==> src/rtl/score_sched_pkg.sv <==
// Shared constants and stage-B record for the score scheduler.
package score_sched_pkg;

    localparam int NREQ = 4;
    localparam int W    = 16;
    localparam int IDW  = 2;

    typedef struct packed {
        logic [IDW-1:0] id;
        logic           clr;
        logic [W-1:0]   opa;
        logic [W-1:0]   delta;
        logic           vld;
    } stage_b_t;

endpackage

==> src/rtl/cla_add16.sv <==
// 16-bit carry-lookahead adder: 4-bit groups with group-level lookahead.
module cla_add16 (
    input  logic [15:0] a,
    input  logic [15:0] b,
    input  logic        cin,
    output logic [15:0] sum,
    output logic        cout
);

    logic [15:0] g;
    logic [15:0] p;
    logic [16:0] c;
    logic [3:0]  gg;
    logic [3:0]  gp;
    logic [4:0]  gc;

    always_comb begin
        g  = a & b;
        p  = a ^ b;
        c  = '0;
        gg = '0;
        gp = '0;
        gc = '0;
        for (int j = 0; j < 4; j++) begin
            gg[j] = g[4*j+3]
                  | (p[4*j+3] & g[4*j+2])
                  | (p[4*j+3] & p[4*j+2] & g[4*j+1])
                  | (p[4*j+3] & p[4*j+2] & p[4*j+1] & g[4*j]);
            gp[j] = &p[4*j +: 4];
        end
        gc[0] = cin;
        gc[1] = gg[0] | (gp[0] & cin);
        gc[2] = gg[1] | (gp[1] & gg[0]) | (gp[1] & gp[0] & cin);
        gc[3] = gg[2] | (gp[2] & gg[1]) | (gp[2] & gp[1] & gg[0])
              | (gp[2] & gp[1] & gp[0] & cin);
        gc[4] = gg[3] | (gp[3] & gg[2]) | (gp[3] & gp[2] & gg[1])
              | (gp[3] & gp[2] & gp[1] & gg[0])
              | (gp[3] & gp[2] & gp[1] & gp[0] & cin);
        for (int j = 0; j < 4; j++) begin
            c[4*j]   = gc[j];
            c[4*j+1] = g[4*j] | (p[4*j] & gc[j]);
            c[4*j+2] = g[4*j+1] | (p[4*j+1] & g[4*j])
                     | (p[4*j+1] & p[4*j] & gc[j]);
            c[4*j+3] = g[4*j+2] | (p[4*j+2] & g[4*j+1])
                     | (p[4*j+2] & p[4*j+1] & g[4*j])
                     | (p[4*j+2] & p[4*j+1] & p[4*j] & gc[j]);
        end
        c[16] = gc[4];
        sum   = p ^ c[15:0];
        cout  = c[16];
    end

endmodule

==> src/rtl/sched_rr_arb.sv <==
// Round-robin one-hot arbiter; search starts at the pointer register.
module sched_rr_arb
    import score_sched_pkg::*;
(
    input  logic            clk,
    input  logic            rst_n,
    input  logic [NREQ-1:0] req,
    output logic [NREQ-1:0] gnt,
    output logic [IDW-1:0]  gnt_id,
    output logic            gnt_any
);

    logic [IDW-1:0] ptr_q;
    logic [IDW-1:0] idx;

    always_comb begin
        gnt     = '0;
        gnt_id  = '0;
        gnt_any = 1'b0;
        idx     = '0;
        for (int i = 0; i < NREQ; i++) begin
            idx = IDW'((int'(ptr_q) + i) % NREQ);
            if (!gnt_any && req[idx]) begin
                gnt_any = 1'b1;
                gnt_id  = idx;
            end
        end
        if (gnt_any) gnt[gnt_id] = 1'b1;
    end

    always_ff @(posedge clk or negedge rst_n) begin
        if (!rst_n) begin
            ptr_q <= '0;
        end else if (gnt_any) begin
            ptr_q <= (gnt_id == IDW'(NREQ - 1)) ? '0 : gnt_id + IDW'(1);
        end
    end

endmodule

==> src/rtl/score_sched.sv <==
// Round-robin shared-adder score scheduler, two-stage with forwarding.
// SCORE_SAT_EN: saturate to all-ones on carry-out instead of wrapping.
module score_sched
    import score_sched_pkg::*;
(
    input  logic              clk,
    input  logic              rst_n,
    input  logic [NREQ-1:0]   req_valid,
    input  logic [NREQ-1:0]   req_clr,
    input  logic [NREQ*W-1:0] req_delta,
    output logic [NREQ-1:0]   req_ready,
    output logic [NREQ*W-1:0] score,
    output logic [NREQ-1:0]   ovf,
    output logic              upd_valid,
    output logic [IDW-1:0]    upd_id
);

    logic [W-1:0]    score_q [NREQ];
    logic [NREQ-1:0] ovf_q;
    stage_b_t        b_q;
    logic [IDW-1:0]  gnt_id;
    logic            gnt_any;
    logic [W-1:0]    sum;
    logic            cout;
    logic [W-1:0]    res;
    logic [W-1:0]    opa;

    sched_rr_arb u_arb (
        .clk     (clk),
        .rst_n   (rst_n),
        .req     (req_valid),
        .gnt     (req_ready),
        .gnt_id  (gnt_id),
        .gnt_any (gnt_any)
    );

    cla_add16 u_add (
        .a    (b_q.opa),
        .b    (b_q.delta),
        .cin  (1'b0),
        .sum  (sum),
        .cout (cout)
    );

    always_comb begin
        res = '0;
`ifdef SCORE_SAT_EN
        if (!b_q.clr) res = cout ? '1 : sum;
`else
        if (!b_q.clr) res = sum;
`endif
        // stage-B result bypasses the register it is about to overwrite
        opa = (b_q.vld && b_q.id == gnt_id) ? res : score_q[gnt_id];
    end

    always_ff @(posedge clk or negedge rst_n) begin
        if (!rst_n) begin
            for (int i = 0; i < NREQ; i++) score_q[i] <= '0;
            ovf_q     <= '0;
            b_q       <= '0;
            upd_valid <= 1'b0;
            upd_id    <= '0;
        end else begin
            b_q.id    <= gnt_id;
            b_q.clr   <= req_clr[gnt_id];
            b_q.opa   <= opa;
            b_q.delta <= req_delta[gnt_id*W +: W];
            b_q.vld   <= gnt_any;
            upd_valid <= b_q.vld;
            upd_id    <= b_q.id;
            if (b_q.vld) begin
                score_q[b_q.id] <= res;
                ovf_q[b_q.id]   <= ~b_q.clr & (ovf_q[b_q.id] | cout);
            end
        end
    end

    always_comb begin
        score = '0;
        for (int i = 0; i < NREQ; i++) score[i*W +: W] = score_q[i];
        ovf = ovf_q;
    end

endmodule

==> config.mk <==
export PLATFORM = sky130hd
export DESIGN_NAME = score_sched
export DESIGN_NICKNAME = d
export VERILOG_FILES = /design/src/rtl/score_sched_pkg.sv /design/src/rtl/cla_add16.sv /design/src/rtl/sched_rr_arb.sv /design/src/rtl/score_sched.sv
export SDC_FILE = /design/constraint.sdc
export NUM_CORES = 1
export LEC_CHECK = 0
export ABC_AREA = 1
export CORE_MARGIN = 2
export CORE_UTILIZATION = 51
export DETAILED_ROUTE_END_ITERATION = 10
export GPL_TIMING_DRIVEN = 0
export MAX_ROUTING_LAYER = met4
export PLACE_DENSITY = 0.82
export SLEW_MARGIN = 20
export SYNTH_ARGS = -nofsm -noshare
export SYNTH_HDL_FRONTEND = slang
export SYNTH_SLANG_ARGS = --single-unit
==> constraint.sdc <==
create_clock -name clk -period 2.9 [get_ports clk]
set_input_delay 0.58 -clock clk [delete_from_list [all_inputs] [get_ports clk]]
set_output_delay 0.58 -clock clk [all_outputs]
set_load 0.03 [all_outputs]
==> impl_results.rst, run 1 <==
.. list-table::
   :header-rows: 1

   * - Metric
     - Value
   * - Status
     - complete, no violations
   * - Synthesized Nets
     - 933
   * - Fill count
     - 921
   * - Pre-Repair DR Iteration Count
     - 5
   * - Final worst-path cycle share
     - 0.988
   * - Clock tree from TritonCTS
     - done
   * - DP HPWL
     - 13.4 mm
   * - Maximum level of the CTS H-tree
     - 3
   * - Count of nets after finishing
     - between 1000 and 1500
   * - Standard-cell row count
     - 40
   * - Timing startpoint of the critical path
     - u_arb.ptr_q[0]
   * - TNS Setup
     - 0 ns
   * - Root Buffer Master
     - clkbuf_16
   * - Maximum achievable frequency
     - around 350 MHz
   * - Number of placed I/O pins
     - 149
   * - Initial DRC count
     - 706
   * - Residual DRC
     - 0
   * - Worst setup endpoint
     - req_ready[1]
   * - Remaining number of nets flagged by the antenna check after routing
     - 0
   * - Maximum count of clock buffers along a single path
     - 2
   * - EDFF count, synth
     - 0
   * - Flop-to-flop setup slack
     - 0.31 ns
   * - Buffering stage count on the worst path with inverters included
     - 4
   * - Vias per cell
     - roughly 5.6
   * - Flop and latch count out of synthesis
     - 109
   * - Total Routing Usage GR
     - 0.310
   * - Post-synthesis cell count
     - 835
   * - Area growth from synthesis to layout
     - 37.8%
   * - Critical Path Slowest Stage Cell
     - dfrtp_2
   * - Mean instance size in the synthesized netlist
     - 7.52 µm²
   * - Maximum Capacitance Violations
     - 0
   * - Ratio of cells with drive above 1 in the final layout
     - 0.118
   * - Die X-Extent
     - 115 µm
   * - Antenna diode count
     - 0
   * - Critical path startpoint category
     - register
   * - Via count of the routed design
     - ~6500
   * - Largest driver fanout on the critical path
     - 4
   * - Portion of the post-synthesis area used by sequential elements
     - 0.435
   * - Number of global-route vias before repair
     - 6440
   * - Clk Latency, worst-skew pair
     - 0.35 ns
   * - Ys flop type
     - dfrtp_1
   * - CP arrival
     - roughly 2.3 ns
   * - Clock Pin Slew Worst Setup and Hold Paths
     - 0.08 ns
   * - Cts-stage hold buffer count
     - 0
   * - Share of the core filled with cells in the final layout
     - 0.720
   * - Fin crit period
     - between 2 and 3 ns
   * - CTS buffer count
     - 9
   * - Most frequent cells in the layout
     - nand2_1 (212), clkdlybuf4s50_1 (139), inv_1 (109)
   * - Worst min path class
     - input port to asynchronous set/reset pin
   * - Crit-path cells
     - buf_6 -> nand2_1 -> nand2_2 -> nand2_2 -> nand2_4 -> nor2_8 -> nand4_1 -> nand2_4 -> buf_8 -> ha_4 -> nand2_1 -> inv_1 -> buf_6
   * - Leftover overflow at the end of global routing
     - 0
   * - Worst setup skew after layout
     - 0.0102 ns
   * - Final-report hold violation count
     - 0
   * - Synth async-reset ratio
     - 1.00
   * - Routed WL per cell
     - 16.9 µm
   * - Crit-path max cell delay
     - roughly 0.45 ns
   * - Quantity of I/O buffers inserted on ports
     - 148
   * - Critical path class
     - register to output pin
   * - Hold Worst Slack
     - 0.155 ns
   * - Number of standard cells in the layout, taps in and fillers out
     - around 1200
   * - Initial antenna violation count
     - 0
   * - DIE AREA
     - 0.0132 mm²
   * - Number of cells on the worst reg-to-reg path
     - 17
   * - Relative max-transition margin
     - 0.569
   * - Cell count after placement
     - 1131
   * - Beginning of the worst register-to-register path
     - u_arb.ptr_q[0]
   * - Number of clock sinks
     - 109
   * - Overall die height
     - 115 µm
   * - Number of synthesis warnings
     - 0
   * - Reg2reg end
     - b_q[23]
   * - Core area
     - 0.0120 mm²
   * - Distinct cell type count of the synthesized netlist
     - 33
   * - Global-route wire length before repair
     - 31.1 mm
   * - Cell count along the critical path
     - 13
   * - Final wirelength
     - 19.7 mm
   * - Pin count of the biggest net entering global routing
     - 63
   * - Crit. End Element
     - output pin
   * - Slew at the pin closest to its max-slew limit
     - 0.646 ns
   * - Cell Area, Synth
     - 0.00628 mm²
   * - Endpoints failing setup
     - 0
   * - Commonest non-fill, non-tap cell in the layout
     - nand2_1
   * - Initial core utilization
     - 0.523
   * - Routability congestion estimate from global placement
     - 0.960
   * - Worst path required time
     - 2.32 ns
   * - Total count of max-transition violations in the final report
     - 0
   * - CP delay by family, top
     - simple AND/OR/NAND/NOR gates
## what timing repair did
action | in CTS | in global routing
cloned | 1 | 1
setup buffers | 12 | 12
resized for setup | 61 | 25
setup endpoints to repair | 4 | 4
pin swaps | 10 | 18
## through the flow
step | setup WS, ns | instance area (µm²)
floorplan | 0.349 | 6280
global placement | -2.82 | 7940
detailed placement | -0.958 | 7970
CTS | 0.108 | 8450
global route | -0.0984 | 8650
finish | 0.0347 | 8650
## worst register-to-register path: stages, from the launching register on
cell and delay [ns]:
dfrtp_2 0.45, buf_6 0.14, nand2_1 0.09, nand2_2 0.07, nand2_2 0.09, nand2_4 0.07
nor2_8 0.15, nand4_1 0.21, nand2_4 0.19, buf_4 0.14, buf_4 0.10, buf_4 0.14
nand2_1 0.07, nand2_2 0.19, nand2_4 0.11, buf_6 0.15, nand2_1 0.07, nand2_1 0.05
## layer usage
metal | global-route usage | share of wire | up-vias
met5 | - | 0 | -
met4 | 0.115 | 0.044 | 0
met3 | 0.0596 | 0.077 | 82
met2 | 0.513 | 0.49 | 336
met1 | 0.378 | 0.39 | 3045
li1 | - | - | 3039
## state kept, by name, summed over array words and instances (netlist names)
| signal | count |
|---|---|
| score | 64 |
| b_q | 36 |
| ovf | 4 |
| u_arb.ptr_q | 2 |
| upd_id | 2 |
| upd_valid | 1 |
## area by class of cell
type / instances / area [µm²] / share of cell area
multi-input combinational: 568 / 3040 / 0.352
sequential: 109 / 2730 / 0.316
timing repair buffer: 175 / 1730 / 0.201
inverter: 119 / 469 / 0.0543
clock buffer: 11 / 243 / 0.0281
buffer: 36 / 209 / 0.0242
tap: 147 / 184 / 0.0213
clock inverter: 5 / 40.0 / 0.00463
## worst min-delay path by stage
| stage | endpoint | slack (ns) |
|---|---|---|
| floorplan | b_q[0] | 0.28 |
| global placement | upd_valid | 0.46 |
| detailed placement | upd_valid | 0.45 |
| CTS | b_q[12] | 0.18 |
| global route | b_q[10] | 0.19 |
| finish | b_q[12] | 0.16 |
## synthesized netlist by cell type, types with 3 or more instances
| library cell | count | area [µm²] |
|---|---|---|
| o211ai_1 | 17 | 128 |
| ha_1 | 20 | 250 |
| o21ai_1 | 19 | 95.1 |
| nand4_1 | 3 | 18.8 |
| nand3_1 | 103 | 515 |
| dfrtp_1 | 109 | 2730 |
| nor2_1 | 39 | 146 |
| nor3_1 | 3 | 15.0 |
| clkbuf_1 | 16 | 60.1 |
| inv_2 | 5 | 18.8 |
| fa_1 | 4 | 80.1 |
| buf_2 | 16 | 80.1 |
| a21oi_1 | 15 | 75.1 |
| buf_6 | 5 | 56.3 |
| inv_1 | 114 | 428 |
| o21ai_0 | 91 | 455 |
| nand2_1 | 225 | 845 |
| nand2_4 | 6 | 67.6 |
| nand2_2 | 8 | 50.1 |
## cells by family (layout without fill, tap and decap cells)
group | after synthesis | after routing | share of synthesized area
AO/OA/AOI/OAI | 147 | 147 | 0.126
adder cells (fa/ha/maj) | 24 | 24 | 0.0526
buffers and inverters | 158 | 346 | 0.105
flip-flops | 109 | 109 | 0.435
AND/OR/NAND/NOR | 397 | 397 | 0.282
Power of run 1 is left out: the tool's default activity adds up to more than one toggle a clock period on the data nets, which glitch-free logic cannot reach.
==> run 2: changes to the inputs <==
==> constraint.sdc (replaced) <==
create_clock -name clk -period 2.9 [get_ports clk]
set_input_delay 0.725 -clock clk [delete_from_list [all_inputs] [get_ports clk]]
set_output_delay 0.725 -clock clk [all_outputs]
set_load 0.03 [all_outputs]
==> impl_results.rst, run 2 (synthesis results as in run 1) <==
.. list-table::
   :header-rows: 1

   * - Metric
     - Value
   * - Crit-path cells
     - buf_6 -> inv_6 -> nand2_2 -> nand2_4 -> nand2_1 -> nand2_1 -> nand2_2 -> nand2_4 -> nor2_4 -> nand2_4 -> nand2_8 -> buf_12 -> ha_4 -> nand2_2 -> inv_2 -> buf_6
   * - Buffering stage count on the worst path with inverters included
     - 5 (+1)
   * - Worst setup skew after layout
     - 0.0150 ns (+0.00479 ns)
   * - Cts-stage hold buffer count
     - 0 (unchanged)
   * - Number of global-route vias before repair
     - 6554 (+1.8%)
   * - Hold Worst Slack
     - 0.307 ns (+0.152 ns)
   * - Number of clock sinks
     - 109 (unchanged)
   * - Fin crit period
     - 2.99 ns (+0.124 ns)
   * - Beginning of the worst register-to-register path
     - u_arb.ptr_q[0]
   * - Maximum count of clock buffers along a single path
     - 2 (unchanged)
   * - Commonest non-fill, non-tap cell in the layout
     - nand2_1
   * - Endpoints failing setup
     - 4 (+4)
   * - Remaining number of nets flagged by the antenna check after routing
     - 0 (unchanged)
   * - Critical Path Slowest Stage Cell
     - dfrtp_1
   * - Total count of max-transition violations in the final report
     - 0 (unchanged)
   * - Number of flip-flops under the largest register name
     - 64 (unchanged)
   * - Status
     - finished, violations left
   * - Total Routing Usage GR
     - 0.317 (+0.00756)
   * - Number of placed I/O pins
     - 149 (unchanged)
   * - Maximum Capacitance Violations
     - 0 (unchanged)
   * - Maximum level of the CTS H-tree
     - 3 (unchanged)
   * - Most frequent cells in the layout
     - nand2_1 (208), clkdlybuf4s50_1 (139), dfrtp_1 (108)
   * - Global-route wire length before repair
     - 31.8 mm (+2.2%)
   * - Worst min path class
     - input port to asynchronous set/reset pin
   * - Crit. End Element
     - output pin
   * - Root Buffer Master
     - clkbuf_16
   * - Core area
     - 0.0120 mm² (unchanged)
   * - Setup repair after global routing missed its margin
     - true
   * - Routability congestion estimate from global placement
     - 0.960 (unchanged)
   * - Initial antenna violation count
     - 0 (unchanged)
   * - Met1 routed wirelength after detailed routing
     - 7.79 mm (+1.8%)
   * - Antenna diode count
     - 0 (unchanged)
   * - Relative max-transition margin
     - 0.566 (-0.00367)
   * - Routed WL per cell
     - 16.9 µm (about the same)
   * - Clock Pin Slew Worst Setup and Hold Paths
     - 0.08 ns (about the same)
   * - Initial core utilization
     - 0.523 (unchanged)
   * - Clk Latency, worst-skew pair
     - 0.35 ns (about the same)
   * - Maximum achievable frequency
     - 335 MHz (-4.1%)
   * - Initial DRC count
     - 645 (-8.6%)
   * - Amount of wire on met3 after detailed routing
     - 1.49 mm (-2.2%)
   * - Slew at the pin closest to its max-slew limit
     - 0.652 ns (+0.00551 ns)
   * - Count of nets after finishing
     - 1118 (+0.18%)
   * - Critical path class
     - register to output pin
   * - Violated checks
     - setup timing
   * - DP HPWL
     - 13.4 mm (unchanged)
   * - Critical path startpoint category
     - register
   * - Final-report hold violation count
     - 0 (unchanged)
   * - Overall die height
     - 115 µm (unchanged)
   * - Minimum setup slack in the final design
     - -0.0892 ns (-0.124 ns)
   * - Final wirelength
     - 19.8 mm (+0.19%)
   * - Largest driver fanout on the critical path
     - 5 (+1)
   * - CTS buffer count
     - 9 (unchanged)
   * - Wire length on met2
     - 9.83 mm (+1.5%)
   * - Die X-Extent
     - 115 µm (unchanged)
   * - Pre-Repair DR Iteration Count
     - 6 (+1)
   * - Final worst-path cycle share
     - 1.03 (+0.0427)
   * - Pin count of the biggest net entering global routing
     - 63 (unchanged)
   * - Reg2reg end
     - b_q[18]
   * - Residual DRC
     - 0 (unchanged)
   * - Flop-to-flop setup slack
     - 0.38 ns (+0.07 ns)
   * - CP delay by family, top
     - simple AND/OR/NAND/NOR gates
   * - Vias per cell
     - 5.49 (-1.2%)
   * - Clock tree from TritonCTS
     - done
   * - Ratio of cells with drive above 1 in the final layout
     - 0.133 (+0.0144)
   * - Number of cells on the worst reg-to-reg path
     - 16 (-1)
   * - Standard-cell row count
     - 40 (unchanged)
   * - Via count of the routed design
     - 6435 (-1.0%)
   * - Max Used Layer
     - met4
   * - DIE AREA
     - 0.0132 mm² (unchanged)
   * - Area growth from synthesis to layout
     - 38.5%
   * - Crit-path max cell delay
     - 0.41 ns (-0.04 ns)
   * - CP arrival
     - 2.26 ns (-0.03 ns)
   * - Quantity of I/O buffers inserted on ports
     - 148 (unchanged)
   * - Leftover overflow at the end of global routing
     - 0 (unchanged)
   * - Worst path required time
     - 2.17 ns (-0.15 ns)
[run 2: cell count changes in the layout (fill, tap and decap cells not counted), moves of 2 or more]
| cell | delta |
|---|---|
| nand2_1 | -4 |
| nand2_4 | +2 |
| nand2_2 | +2 |
| clkbuf_2 | +3 |
| dlygate4sd2_1 | -4 |
| inv_2 | +5 |
| nand3_2 | +2 |
| inv_1 | -5 |
[run 2: through the flow]
stage,std cells,TNS (ns),util,setup slack [ns],instance area [µm²]
6_report,1172,-0.193,0.724,-0.0892,8690
2_1_floorplan,835,0,-,0.0594,6280
3_3_place_gp,1130,-327.28,0.661,-2.97,7940
3_5_place_dp,1131,-4.95,0.664,-1.25,7970
5_1_grt,1172,-0.473,0.724,-0.143,8690
4_1_cts,1165,-0.00667,0.716,-0.00667,8600
[run 2: routing by layer]
layer  vias to the layer above  global-route usage
met5                         -                   -
met4                         0               0.129
met3                        62              0.0654
met2                       319               0.520
met1                      3008               0.384
li1                       3046                   -
[run 2: how the worst max path moves through the flow]
stage,from,to,slack (ns),cells after the start
2_1_floorplan,req_valid[3],req_ready[0],0.06,13
3_3_place_gp,rst_n,score[16],-2.97,1
3_5_place_dp,req_valid[2],req_ready[3],-1.25,15
4_1_cts,u_arb.ptr_q[0],req_ready[3],-0.007,16
5_1_grt,u_arb.ptr_q[0],req_ready[1],-0.14,16
6_report,u_arb.ptr_q[0],req_ready[1],-0.09,16
[run 2: what timing repair did]
action | 4_1_cts | 5_1_grt
endpoints found under the setup margin | 4 | 4
pin swaps | 20 | 20
setup buffers | 19 | 7
gates cloned | 2 | 0
hold endpoints to repair | 0 | 0
resized for setup | 87 | 22
[run 2: layout make-up]
type                    instances  area (µm²)
fillers                       917        3320
multi-input cells             568        3080
flip-flops and latches        109        2730
repair buffers                176        1740
inverters                     119         474
clock buffers                  11         243
plain buffers                  36         209
well taps                     147         184
clock inverters                 5        40.0
repair inverters                1        3.75
Power of run 2 is left out for the same reason.
